## config.mk

```make
export PLATFORM = sky130hd
export DESIGN_NAME = vga_page_sequencer
export DESIGN_NICKNAME = d
export VERILOG_FILES = /design/src/rtl/vga_pkg.sv /design/src/rtl/vga_pic_window.sv /design/src/rtl/vga_page_sequencer.sv
export SDC_FILE = /design/constraint.sdc
export NUM_CORES = 1
export LEC_CHECK = 0
export ABC_CLOCK_PERIOD_IN_PS = 15040
export BUFFER_PORTS_ARGS = -buffer_cell sky130_fd_sc_hd__buf_2
export CAP_MARGIN = 25
export CORE_ASPECT_RATIO = 0.8
export CORE_MARGIN = 2
export CORE_UTILIZATION = 35
export CTS_CLUSTER_DIAMETER = 120
export CTS_CLUSTER_SIZE = 25
export DETAILED_ROUTE_END_ITERATION = 7
export PLACE_DENSITY = 0.62
export SLEW_MARGIN = 30
export SYNTH_ARGS = -nofsm -noshare
export SYNTH_HDL_FRONTEND = slang
export SYNTH_SLANG_ARGS = --single-unit
```

## constraint.sdc

```tcl
create_clock -name vga_clk -period 15.04 [get_ports vga_clk]
set_clock_uncertainty 0.1 [all_clocks]
set_input_delay 3.008 -clock vga_clk [delete_from_list [all_inputs] [get_ports vga_clk]]
set_output_delay 3.008 -clock vga_clk [all_outputs]
set_load 0.01 [all_outputs]
```

## src/rtl/vga_pkg.sv

```systemverilog
// Shared definitions for the VGA page path: page encodings, colours and bus widths.
package vga_pkg;

  localparam int unsigned COORD_W = 10;
  localparam int unsigned ADDR_W  = 16;
  localparam int unsigned RGB_W   = 24;

  typedef enum logic [1:0] {
    PAGE_WELCOME = 2'd0,
    PAGE_MENU    = 2'd1,
    PAGE_PLAY    = 2'd2
  } page_e;

  localparam logic [RGB_W-1:0] BG_RGB   = 24'h000000;
  localparam logic [RGB_W-1:0] MENU_RGB = 24'h202080;
  localparam logic [RGB_W-1:0] PLAY_RGB = 24'h208020;

endpackage

```

## src/rtl/vga_pic_window.sv

```systemverilog
// Picture window: tests the pixel position against a rectangle, forms the ROM
// address and aligns ROM data with the pixel stream over two register stages.
module vga_pic_window
  import vga_pkg::*;
#(
  parameter int unsigned      X0        = 170,
  parameter int unsigned      Y0        = 100,
  parameter int unsigned      W         = 300,
  parameter int unsigned      H         = 100,
  parameter logic [RGB_W-1:0] RST_COLOR = BG_RGB
) (
  input  logic               clk,
  input  logic               rst,
  input  logic [COORD_W-1:0] pos_x,
  input  logic [COORD_W-1:0] pos_y,
  input  logic               en,
  input  logic [RGB_W-1:0]   fill,
  output logic [ADDR_W-1:0]  rom_addr,
  input  logic [RGB_W-1:0]   rom_data,
  output logic [RGB_W-1:0]   pix_data
);

  logic [COORD_W-1:0] dx;
  logic [COORD_W-1:0] dy;
  logic               in_win;
  logic [ADDR_W-1:0]  addr;
  logic               win_d1;
  logic [RGB_W-1:0]   fill_d1;

  // Modular subtraction makes positions left of / above the window wrap to
  // large values, so a single unsigned compare per axis covers both edges.
  always_comb begin
    dx     = pos_x - COORD_W'(X0);
    dy     = pos_y - COORD_W'(Y0);
    in_win = (dx < COORD_W'(W)) && (dy < COORD_W'(H));
    addr   = in_win ? (ADDR_W'(dy) * ADDR_W'(W) + ADDR_W'(dx)) : '0;
  end

  // NOTE: sequential state uses non-blocking assignments so every register
  // samples pre-edge values and the two stages stay one cycle apart.
  always_ff @(posedge clk) begin
    if (rst) begin
      rom_addr <= '0;
      win_d1   <= 1'b0;
      fill_d1  <= RST_COLOR;
      pix_data <= RST_COLOR;
    end else begin
      rom_addr <= addr;
      win_d1   <= in_win && en;
      fill_d1  <= fill;
      pix_data <= win_d1 ? rom_data : fill_d1;
    end
  end

endmodule

```

## src/rtl/vga_page_sequencer.sv

```systemverilog
// Page sequencer: WELCOME -> MENU -> PLAY, with page changes applied only at
// frame_start; owns the picture ROM port through vga_pic_window.
module vga_page_sequencer
  import vga_pkg::*;
#(
  parameter int unsigned      PIC_X0         = 170,
  parameter int unsigned      PIC_Y0         = 100,
  parameter int unsigned      PIC_W          = 300,
  parameter int unsigned      PIC_H          = 100,
  parameter int unsigned      WELCOME_FRAMES = 180,
  parameter logic [RGB_W-1:0] BG_COLOR       = vga_pkg::BG_RGB,
  parameter logic [RGB_W-1:0] MENU_COLOR     = vga_pkg::MENU_RGB,
  parameter logic [RGB_W-1:0] PLAY_COLOR     = vga_pkg::PLAY_RGB
) (
  input  logic               vga_clk,
  input  logic               rst,
  input  logic [COORD_W-1:0] pos_x,
  input  logic [COORD_W-1:0] pos_y,
  input  logic               frame_start,
  input  logic               key_any,
  input  logic [1:0]         mode_req,
  input  logic               mode_req_vld,
  output logic [ADDR_W-1:0]  rom_addr,
  input  logic [RGB_W-1:0]   rom_data,
  output logic [RGB_W-1:0]   pix_data,
  output logic [1:0]         page_id,
  output logic               page_chg
);

  localparam int unsigned      CNT_W    = (WELCOME_FRAMES > 1) ? $clog2(WELCOME_FRAMES) : 1;
  localparam logic [CNT_W-1:0] CNT_LAST = CNT_W'(WELCOME_FRAMES - 1);

  page_e            state_q, state_d;
  page_e            pend_page_q, pend_page_d;
  logic             pend_vld_q, pend_vld_d;
  logic [CNT_W-1:0] cnt_q, cnt_d, cnt_inc;
  logic             apply;
  logic             timeout;
  logic [RGB_W-1:0] fill;

  always_ff @(posedge vga_clk) begin
    if (rst) begin
      state_q     <= PAGE_WELCOME;
      pend_vld_q  <= 1'b0;
      pend_page_q <= PAGE_WELCOME;
      cnt_q       <= '0;
      page_chg    <= 1'b0;
    end else begin
      state_q     <= state_d;
      pend_vld_q  <= pend_vld_d;
      pend_page_q <= pend_page_d;
      cnt_q       <= cnt_d;
      page_chg    <= apply;
    end
  end

  // NOTE: every output of this block is given a default first, so no path
  // leaves a variable unassigned and no latch is inferred.
  always_comb begin
    state_d     = PAGE_WELCOME;
    pend_vld_d  = pend_vld_q;
    pend_page_d = pend_page_q;
    cnt_d       = cnt_q;
    fill        = BG_COLOR;

    case (state_q)
      PAGE_WELCOME: state_d = PAGE_WELCOME;
      PAGE_MENU:    begin state_d = PAGE_MENU; fill = MENU_COLOR; end
      PAGE_PLAY:    begin state_d = PAGE_PLAY; fill = PLAY_COLOR; end
      default:      state_d = PAGE_WELCOME;
    endcase

    apply = frame_start && pend_vld_q && (pend_page_q != state_q);
    if (apply) state_d = pend_page_q;

    // A request applied on the timeout frame suppresses the auto-advance, so
    // MENU can never be queued a second time behind it.
    cnt_inc = (cnt_q == CNT_LAST) ? cnt_q : cnt_q + CNT_W'(1);
    timeout = frame_start && (state_q == PAGE_WELCOME) && (cnt_inc == CNT_LAST) && !apply;

    if (state_d != PAGE_WELCOME) cnt_d = '0;
    else if (frame_start)        cnt_d = cnt_inc;

    if (frame_start) pend_vld_d = 1'b0;
    if (timeout || (key_any && state_q == PAGE_WELCOME)) begin
      pend_vld_d  = 1'b1;
      pend_page_d = PAGE_MENU;
    end
    if (mode_req_vld && (mode_req == 2'd1 || mode_req == 2'd2)) begin
      pend_vld_d  = 1'b1;
      pend_page_d = page_e'(mode_req);
    end
  end

  assign page_id = state_q;

  vga_pic_window #(
    .X0       (PIC_X0),
    .Y0       (PIC_Y0),
    .W        (PIC_W),
    .H        (PIC_H),
    .RST_COLOR(BG_COLOR)
  ) u_pic_window (
    .clk     (vga_clk),
    .rst     (rst),
    .pos_x   (pos_x),
    .pos_y   (pos_y),
    .en      (state_q == PAGE_WELCOME),
    .fill    (fill),
    .rom_addr(rom_addr),
    .rom_data(rom_data),
    .pix_data(pix_data)
  );

endmodule

```

==> results summary, run 1 <==
For this run, the detailed router's first-pass iteration total came to 4. The die area is 12200 um2. In this run the worst setup path begins at pos_y[4]. The path depth of the worst reg2reg path is 7. The measured slew at the worst slew-check pin is 0.690 ns. The clock input transition at the sequential cells of the worst setup and hold paths came out at 0.05 ns. The number of placed I/O pins is 94.

The required arrival time at the worst endpoint came out at 15.18 ns. Clock tree synthesis selected as its root buffer the cell sky130_fd_sc_hd__clkbuf_16. The fraction of layout instances using a drive strength above 1 is 25.4%. The number of hold buffers added after cts is 0. Synthesis produced a netlist with a net count of 541.

The relative area change from synthesis to final layout came out at 22.1%. The most frequently used flop master after synthesis is sky130_fd_sc_hd__dfxtp_1. The count of placed standard cells in the final layout, fillers left out is 672.

Summing over every cut layer, the via total after detailed routing is 3142. The largest buffer count on any clock path is 2. The number of antenna repair diodes is 0.

The number of remaining DRC errors came out at 0. The overall overflow remaining after global route came out at 0. The minimum period implied by the final worst setup slack came out at 7.63 ns. Setup repair after global routing left no endpoint under its margin. The utilization after layout came out at 44.2%. The count of input and output buffers came out at 93.

The total global-route track usage came out at 14.4%. In the final routed layout, each cell accounts on average for 12.3 um. From bottom edge to top edge, the die measures 99.1 um. During synthesis, Yosys emitted a total of 0 warnings. The arrival time at the worst endpoint is 7.77 ns. The number of cells in the design after placement came out at 656. In the global route stage, met3 resource usage came out at 2.64%. In this run the power density over the cells is 163 nW/um2. The per-instance average area after synthesis is 9.27 um2.

The flow ran to the end, and the final reports show no timing, DRC or antenna violations. The met2 capacity usage during global routing came out at 23.3%. The net count of the finished layout is 637. The via count of the first global-routing pass was 3105. The count of clock tree sinks is 58. The pin count of the biggest net entering global routing is 20. The class of the tightest hold or removal check is flip-flop to flip-flop. The per-cell via count in the routed design came out at 4.68. TritonCTS built the clock tree. In this run, the number of DRC markers left after iteration 0 of detailed routing was 143. The routability congestion estimate is 0.837. STA classifies the critical path startpoint as an input pin. The placed cell area came out at 4550 um2. The async set-reset flop share out of synthesis came out at 0%. The core area is 10900 um2.

The worst-skew pair later-pin latency came out at 0.32 ns. The width of the die is 123 um. The critical path class is input pin to flip-flop.

The peak fanout along the critical path is 6. The kind of capture point of the worst setup path is a flip-flop. The total half-perimeter wirelength after legalization and detailed placement is 6.86 mm.

The number of different library cells in the post-synthesis netlist is 61. The number of clock buffers inserted by TritonCTS is 9. The total negative setup slack is 0 ns. Along the worst hold path, the cell count comes to 2. Summing every instance area after synthesis gives 3960 um2.

The worst slew margin relative to its limit is 53.4%. The synthesized design contains 0 enable-type register cells. The post-cts gate resize count came out at 0. The H-tree level count came out at 3. Summed over all layers, the routed wires come to 8.27 mm. The layout has 1076 filler cells. The met1 layer usage reported by global route came out at 19.1%. Synthesis produced 427 cells. The max-slew violation total from the final report came to 0.

In this run the most used layer during global routing was met2. Walking the worst path, the cells encountered are buf_2 -> o311ai_0 -> xnor2_1 -> inv_1 -> ha_1 -> ha_1 -> fa_1 -> inv_1 -> fa_1 -> inv_1 -> ha_1 -> a21o_1 -> a21o_1 -> o221ai_1 -> nor3_2 -> nand3_1 -> or4_1 -> a21oi_1. The number of max-cap violations came out at 0.

The final design instance area without fill came out at 4840 um2. For this design, the slowest cell found on the critical path is sky130_fd_sc_hd__fa_1. Once the floorplan was initialized, standard cells occupied 36.2% of the core. The highest cell delay on the worst timing path is 0.54 ns. The hold violation total from the final report is 0. After clock tree synthesis, the setup repair step added 0 buffers. The share of the Yosys chip area taken by registers is 29.3%. The global-route wire length before repair is 14.0 mm. The worst hold path begins at u_pic_window.fill_d1[21]$_SDFF_PP0_.

The standby leakage power is 2.36 nW. The maximum resistive drop on vdd came out at 0.0769 mV. The origin of the critical flop-to-flop path is cnt_q[0]$_SDFFE_PP0P_. In this run the remaining antenna-violating nets after routing total 0.

The highest clock rate came out at 0.131 GHz. The number of antenna violations at the first check in global routing is 0. The share of the clock period used by the worst path after layout came out at 50.7%. The final setup violation count is 0. After floorplanning, the core was divided into 34 placement rows. The number of synthesized register bits is 58.
logic make-up (layout without fill, tap and decap cells):
kind of cell               count (synthesis)  after routing  share of synthesized area (%)
xor gates and xnor gates                  50             50                           11.1
buffers and inverters                     59            160                           6.19
adders and majority gates                 63             63                           22.2
DFF                                       58             58                           29.3
and+or+nand+nor                          129            129                           18.3
muxes                                      4              4                           1.01
AOI/OAI and AO/OA                         64             64                           11.9
per-stage QoR:
stage	worst slack, ns	power, mW	hold WS, ns
2_1_floorplan	7.58	0.524	0.337
3_3_place_gp	7.17	0.594	0.363
3_5_place_dp	7.07	0.601	0.352
4_1_cts	7.40	0.792	0.364
5_1_grt	7.04	0.856	0.404
6_report	7.41	0.786	0.367
final timing paths:
path	to	slack, ns
worst min register to register	u_pic_window.pix_data[21]$_SDFF_PP0_	0.37
worst min-delay path	u_pic_window.pix_data[21]$_SDFF_PP0_	0.37
worst max-delay path	u_pic_window.rom_addr[14]$_SDFF_PP0_	7.41
worst max register to register	pend_page_q[0]$_SDFFE_PP0P_	13.05
cells in the final DEF (no fill, tap or decap), drive strengths merged, types with 2 or more instances in the layout:
| master | netlist | layout |
|---|---|---|
| a211o | 2 | 2 |
| a211oi | 2 | 2 |
| a21o | 9 | 9 |
| a21oi | 18 | 18 |
| a31o | 2 | 2 |
| a31oi | 2 | 2 |
| and2 | 20 | 20 |
| and3 | 3 | 3 |
| buf | 2 | 93 |
| clkbuf | 6 | 10 |
| clkinv | 0 | 4 |
| clkinvlp | 0 | 2 |
| dfxtp | 58 | 58 |
| fa | 12 | 12 |
| ha | 51 | 51 |
| inv | 51 | 51 |
| mux2i | 4 | 4 |
| nand2 | 22 | 22 |
| nand2b | 8 | 8 |
| nand3 | 7 | 7 |
| nand3b | 3 | 3 |
| nand4 | 5 | 5 |
| nor2 | 34 | 34 |
| nor2b | 9 | 9 |
| nor3 | 9 | 9 |
| o211ai | 3 | 3 |
| o21a | 2 | 2 |
| o21ai | 8 | 8 |
| o311ai | 2 | 2 |
| o31a | 2 | 2 |
| o41ai | 2 | 2 |
| or2 | 4 | 4 |
| xnor2 | 25 | 25 |
| xor2 | 25 | 25 |
synthesized netlist by cell type, drive strengths merged (3+ instances only):
cell	number	area [um2]
mux2i	4	40.0
nand2b	8	50.1
xor2	25	219
clkbuf	6	22.5
and3	3	18.8
o21ai	8	43.8
fa	12	240
a21oi	18	93.8
nor2	34	178
a21o	9	67.6
nand2	22	82.6
nand3b	3	22.5
nor2b	9	56.3
nand3	7	35.0
o211ai	3	22.5
inv	51	191
nor3	9	60.1
or2	4	27.5
nand4	5	31.3
ha	51	638
dfxtp	58	1160
xnor2	25	219
and2	20	125
where the power goes:
part           switching (mW)  internal (mW)  total (mW)
combinational           0.258          0.183       0.440
sequential            0.00240          0.157       0.160
clock                  0.0704          0.116       0.186
total                   0.330          0.456       0.786
state kept, by name (all words and copies together), names as in the netlist:
name                   count
u_pic_window.win_d1        1
cnt_q                      8
u_pic_window.pix_data     24
u_pic_window.rom_addr     16
page_id                    2
u_pic_window.fill_d1       3
pend_vld_q                 1
page_chg                   1
pend_page_q                2
final cells by class:
class                   instances  area (um2)  area share (%)
multi-input cells             310        2560            52.9
clock inverters                 6        42.5           0.879
flip-flops and latches         58        1160            24.0
well taps                     144         180            3.72
inverters                      51         191            3.96
repair buffers                 93         465            9.62
clock buffers                  10         239            4.94
critical path, delay by kind of cell:
family / cells / cell delay [ns]
buffers and inverters: 4 / 0.37
XOR/XNOR: 1 / 0.28
adder cells (fa/ha/maj): 5 / 2.10
AO/OA/AOI/OAI: 5 / 1.10
AND/OR/NAND/NOR: 3 / 0.89
layer usage:
metal	part of all wire, %	up-vias	wire length [um]
met2	45	83	3690
met3	5.5	9	455
met1	48	1433	3990
met4	1.6	0	131
li1	-	1617	-
met5	0	-	0
Power figures use the tool's default switching activity.
==> inputs of run 2 (changes only) <==
Settings changed: ABC_CLOCK_PERIOD_IN_PS 15040 to 6500, PLACE_DENSITY 0.62 to 0.64.
Clock period 15.04 ns to 6.5 ns, I/O delays scaled along.
==> results summary, run 2 (synthesis gave the netlist of run 1 again) <==
The run finished with clean final reports. The count of clock tree sinks is 58. The register with the most flip-flops in the layout has 24 of them. The via count is 3139. The routed wire length on met2 came out at 3.83 mm.

In the final routed layout, each cell accounts on average for 12.2 um. The worst-skew pair later-pin latency came out at 0.31 ns. The placed cell area came out at 4560 um2. The arrival time at the worst endpoint is 6.08 ns.

The number of antenna violations at the first check in global routing came out at 0. The number of max-cap violations is 0. The min-delay analysis places its worst path in the category flip-flop to flip-flop. The post-layout total power came out at 1.92 mW. The number of remaining DRC errors came out at 0. The net count of the finished layout is 638. The routability congestion estimate came out at 0.858. The global-route wire length before repair came out at 13.8 mm.

The power density normalized to cell area is 391 nW/um2. Buffers inserted to repair hold after CTS numbered 0. In the layout the commonest cells are sky130_fd_sc_hd__buf_2 (93), sky130_fd_sc_hd__dfxtp_1 (58), sky130_fd_sc_hd__ha_1 (51). The met3 layer wire length in the routed design is 519 um. In the final layout, the share of cells above drive strength 1 is 25.5%. The peak fanout along the critical path came out at 5. Leaving out fill and tap cells, the most frequent cell in the layout is sky130_fd_sc_hd__buf_2.

Setup total negative slack on the finished layout was measured at 0 ns. The total global-route track usage is 14.0%. The utilization after layout came out at 44.9%.

TritonCTS built the clock tree. At the pin with the least slew margin, the transition time is 0.644 ns. Across all hold checks on the routed design, the worst slack comes to 0.367 ns. The critical path in this run is classified as input pin to flip-flop.

The final design instance area without fill came out at 4910 um2. The highest clock rate is 0.168 GHz. The largest registers in the layout are u_pic_window.pix_data: 24 flops, u_pic_window.rom_addr: 16 flops, cnt_q: 8 flops.

More flip-flops sit in one register than any other, and that register is u_pic_window.pix_data. The wire length on met1 came out at 3.75 mm. The effective utilization at floorplan came out at 36.2%. The share of the clock period used by the worst path after layout is 91.4%. The total setup buffers inserted after CTS came out at 0. The number of placed I/O pins came out at 94. The antenna violation net count after detailed routing is 0. The maximum resistive drop on vdd is 0.167 mV. The relative area change from synthesis to final layout is 24.1%. The max-slew violation total from the final report is 0. Entering global routing, the biggest net connects 20 pins. The minimum period implied by the final worst setup slack is 5.94 ns. The number of clock buffers inserted by TritonCTS came out at 9. Routed signal wires occupy layers up through met4. After floorplanning, the core was divided into 34 placement rows. The count of input and output buffers came out at 93. The die height came out at 99.1 um. The worst slew margin relative to its limit is 56.5%. The H-tree level count came out at 3. The overall overflow remaining after global route is 0. The iteration count of the initial detailed-routing pass is 4. The largest buffer count on any clock path came out at 2. The post-cts gate resize count is 0. Clock tree synthesis selected as its root buffer the cell sky130_fd_sc_hd__clkbuf_16. The die area is 12200 um2. The launching element type of the critical path is an input pin. The via count of the first global-routing pass came out at 3083. The required arrival time at the worst endpoint is 6.64 ns. The final wirelength is 8.19 mm. The total half-perimeter wirelength after legalization and detailed placement came out at 6.86 mm.

The per-cell via count in the routed design came out at 4.66. The final setup violation count is 0. The hold violation total from the final report is 0. The standby leakage power is 2.40 nW. Setup repair after global routing left no endpoint under its margin. The core area is 10900 um2.

The worst setup path is captured at a flip-flop. The clock input transition at the sequential cells of the worst setup and hold paths came out at 0.05 ns. From left edge to right edge, the die measures 123 um.

The number of antenna repair diodes came out at 0. After the first detailed-routing iteration, the DRC count stood at 163.
-- run 2: metrics by stage --
stage / setup slack (ns) / cells
2_1_floorplan: 0.749 / 427
3_3_place_gp: 0.343 / 657
3_5_place_dp: 0.189 / 657
4_1_cts: 0.521 / 673
5_1_grt: 0.194 / 673
6_report: 0.558 / 673
-- run 2: cell type report --
type / instances / area, um2
inverter: 51 / 191
fill: 1071 / 6020
clock buffer: 9 / 225
sequential: 58 / 1160
timing repair buffer: 94 / 473
tap: 144 / 180
multi-input combinational: 310 / 2560
clock inverter: 7 / 125
-- run 2: report_power, final --
part           switching (mW)  internal (mW)
Clock                   0.164          0.378
Sequential            0.00518          0.364
Combinational           0.589          0.424
-- run 2: layer usage --
metal	vias to the layer above	GRT usage, %
li1	1626	-
met1	1434	17.8
met2	74	24.1
met3	5	2.47
met4	0	4.24
met5	-	0
-- run 2: path summary, 6_finish.rpt --
kind | startpoint | end | slack (ns) | cells past startpoint
hold reg to reg | u_pic_window.fill_d1[21]$_SDFF_PP0_ | u_pic_window.pix_data[21]$_SDFF_PP0_ | 0.37 | 2
setup / recovery | pos_y[2] | u_pic_window.rom_addr[14]$_SDFF_PP0_ | 0.56 | 21
setup reg to reg | cnt_q[0]$_SDFFE_PP0P_ | pend_page_q[0]$_SDFFE_PP0P_ | 4.54 | 7
hold / removal | u_pic_window.fill_d1[21]$_SDFF_PP0_ | u_pic_window.pix_data[21]$_SDFF_PP0_ | 0.37 | 2
-- run 2: worst max-delay path: stages --
cell	delay, ns
sky130_fd_sc_hd__buf_2	0.12
sky130_fd_sc_hd__inv_1	0.16
sky130_fd_sc_hd__ha_1	0.21
sky130_fd_sc_hd__nand2b_1	0.08
sky130_fd_sc_hd__nand2_1	0.08
sky130_fd_sc_hd__xor2_1	0.29
sky130_fd_sc_hd__inv_1	0.14
sky130_fd_sc_hd__ha_1	0.31
sky130_fd_sc_hd__ha_1	0.28
sky130_fd_sc_hd__inv_1	0.06
sky130_fd_sc_hd__fa_1	0.50
sky130_fd_sc_hd__fa_1	0.51
sky130_fd_sc_hd__inv_1	0.04
sky130_fd_sc_hd__ha_1	0.36
sky130_fd_sc_hd__o211ai_1	0.14
sky130_fd_sc_hd__a21oi_2	0.06
sky130_fd_sc_hd__o41ai_1	0.42
sky130_fd_sc_hd__xnor2_1	0.24
sky130_fd_sc_hd__nand3_1	0.14
sky130_fd_sc_hd__or4_1	0.48
sky130_fd_sc_hd__a21oi_1	0.15
==> inputs of run 3 (changes only) <==
Settings changed: CORE_UTILIZATION 35 to 49, CTS_CLUSTER_DIAMETER 120 to not set, PLACE_DENSITY 0.64 to 0.83.
==> results summary, run 3 (synthesis gave the netlist of run 1 again) <==
The signal on the critical path passes through buf_2 -> inv_1 -> ha_1 -> nand2b_1 -> a31oi_1 -> xnor2_1 -> inv_1 -> ha_1 -> ha_1 -> fa_1 -> inv_1 -> fa_1 -> inv_1 -> ha_1 -> a31o_1 -> a21o_1 -> a31oi_4 -> xnor2_1 -> or4_1 -> a21oi_1. The minimum period implied by the final worst setup slack is 5.91 ns. The die area came out at 8820 um2. The largest registers in the layout are u_pic_window.pix_data: 24 flops, u_pic_window.rom_addr: 16 flops, cnt_q: 8 flops. The arrival time at the worst endpoint came out at 6.06 ns. After clock tree synthesis, the flow added hold-fix buffers numbering 0. The via count of the first global-routing pass was 3078.

The number of DRC violations after detailed-routing iteration 0 came out at 132. The number of antenna diodes in the final layout is 0. The standby leakage power came out at 2.35 nW. The launch point of the worst path is pos_y[2]. The number of max-cap violations came out at 0. The count of clock tree sinks came out at 58. The maximum resistive drop on vdd is 0.191 mV. The per-cell via count in the routed design is 4.98. The net count of the finished layout came out at 638. Entering global routing, the biggest net connects 20 pins. The number of clock buffers inserted by TritonCTS is 9.

The tightest min-delay check is of the flip-flop to flip-flop type. The global-route wire length before repair came out at 13.4 mm. The final hold slack is 0.366 ns.

The via count is 3174. The final routed wire length divided by cell count is 12.5 um. Setup repair after global routing left no endpoint under its margin. The run finished with clean final reports. The count of input and output buffers came out at 93.

The iteration count of the initial detailed-routing pass is 4. The worst setup path is of the input pin to flip-flop kind. The number of remaining DRC errors is 0. The final wirelength came out at 7.95 mm. The die height is 84.4 um. STA classifies the critical path endpoint as a flip-flop. The number of placed I/O pins came out at 94. The largest buffer count on any clock path came out at 2. The leading cell type in the layout, fill and taps excluded is sky130_fd_sc_hd__buf_2. The effective utilization at floorplan is 50.3%.

Measured in cells, the most critical reg-to-reg path has a length of 7. The count of nets left with antenna violations once routing finished came out at 0. The total negative setup slack is 0 ns. The post-cts gate resize count came out at 0. The endpoint identified for the worst register-to-register timing path is pend_page_q[0]$_SDFFE_PP0P_. The number of antenna violations at the first check in global routing was 0.

After global routing the overflow that remains totals 0. The cell sitting at the root of the clock tree is a sky130_fd_sc_hd__clkbuf_8. Setup violations remaining at the end of the flow were counted as 0.

The fraction of layout instances using a drive strength above 1 is 25.5%. The measured slew at the worst slew-check pin came out at 0.678 ns. The total global-route track usage came out at 18.5%. u_pic_window.pix_data holds more flip-flops than any other register. The routability congestion estimate came out at 0.874. Overall power consumption after layout is estimated at 1.79 mW. The origin of the critical flop-to-flop path is cnt_q[0]$_SDFFE_PP0P_.

The total area inside the core boundary comes to 7870 um2. TritonCTS built the clock tree. The launching element type of the critical path is an input pin.

The total half-perimeter wirelength after legalization and detailed placement is 6.60 mm. The share of the clock period used by the worst path after layout is 90.9%. The site row count came out at 29. At the later pin of the worst-skew pair, clock insertion delay measures 0.32 ns. The max-slew violation total from the final report came out at 0. The total setup buffers inserted after CTS is 0. The placed cell area is 4510 um2. The final design instance area without fill came out at 4770 um2. The required arrival time at the worst endpoint came out at 6.65 ns. The critical-path cell with the highest stage delay is sky130_fd_sc_hd__fa_1. The width of the die came out at 105 um.

The utilization after layout is 60.5%. The worst slew margin relative to its limit is 54.2%. The highest clock rate is 0.169 GHz.

The peak fanout along the critical path is 8. In the layout the commonest cells are sky130_fd_sc_hd__buf_2 (93), sky130_fd_sc_hd__dfxtp_1 (58), sky130_fd_sc_hd__ha_1 (51). The flip-flop count of the largest register after layout came out at 24. The hold violation total from the final report came out at 0. The worst reg-to-reg setup slack is 4.49 ns. The highest cell delay on the worst timing path came out at 0.55 ns.

Power spread over the standard cell area amounts to 376 nW/um2. The relative area change from synthesis to final layout is 20.4%. Clock-pin slew was measured on the worst setup and hold paths at 0.07 ns. The timing endpoint of the critical path is u_pic_window.rom_addr[14]$_SDFF_PP0_.

The H-tree level count is 3.
-- run 3: layout make-up --
| cell class | instances | area [um2] |
|---|---|---|
| timing repair buffer | 94 | 473 |
| inverter | 51 | 191 |
| sequential | 58 | 1160 |
| fill | 679 | 3110 |
| clock buffer | 9 | 124 |
| multi-input combinational | 310 | 2560 |
| tap | 108 | 135 |
| clock inverter | 7 | 125 |
-- run 3: worst min-delay path by stage --
stage	from	end	slack, ns	cells after the start
2_1_floorplan	u_pic_window.fill_d1[21]$_SDFF_PP0_	u_pic_window.pix_data[21]$_SDFF_PP0_	0.34	2
3_3_place_gp	pend_vld_q$_SDFFE_PP0P_	pend_vld_q$_SDFFE_PP0P_	0.36	2
3_5_place_dp	u_pic_window.fill_d1[21]$_SDFF_PP0_	u_pic_window.pix_data[21]$_SDFF_PP0_	0.36	2
4_1_cts	u_pic_window.fill_d1[21]$_SDFF_PP0_	u_pic_window.pix_data[21]$_SDFF_PP0_	0.37	2
5_1_grt	u_pic_window.fill_d1[13]$_SDFF_PP0_	u_pic_window.pix_data[7]$_SDFF_PP0_	0.41	2
6_report	u_pic_window.fill_d1[21]$_SDFF_PP0_	u_pic_window.pix_data[21]$_SDFF_PP0_	0.37	2
-- run 3: power by group --
group	internal, mW	switching, mW	total, mW
clock	0.258	0.144	0.403
combinational	0.424	0.597	1.02
sequential	0.363	0.00507	0.368
total	1.05	0.746	1.79
-- run 3: worst max-delay path: cells and delay by family --
| kind | cells | cell delay, ns |
|---|---|---|
| and+or+nand+nor | 2 | 0.60 |
| xor gates and xnor gates | 2 | 0.35 |
| adders and majority gates | 6 | 2.31 |
| buffers and inverters | 5 | 0.50 |
| AOI/OAI and AO/OA | 5 | 0.99 |
-- run 3: layer usage --
layer | up-vias | global-route usage (%) | wire length [um]
met3 | 6 | 3.26 | 456
li1 | 1625 | - | -
met2 | 87 | 33.0 | 3860
met1 | 1456 | 22.8 | 3550
met4 | 0 | 5.77 | 78
met5 | - | 0 | 0
-- run 3: through the flow --
step | worst slack, ns | std cells
after global placement | 0.372 | 621
after CTS | 0.589 | 637
after detailed placement | 0.262 | 621
after global routing | 0.176 | 637
after floorplan | 0.749 | 427
final | 0.594 | 637
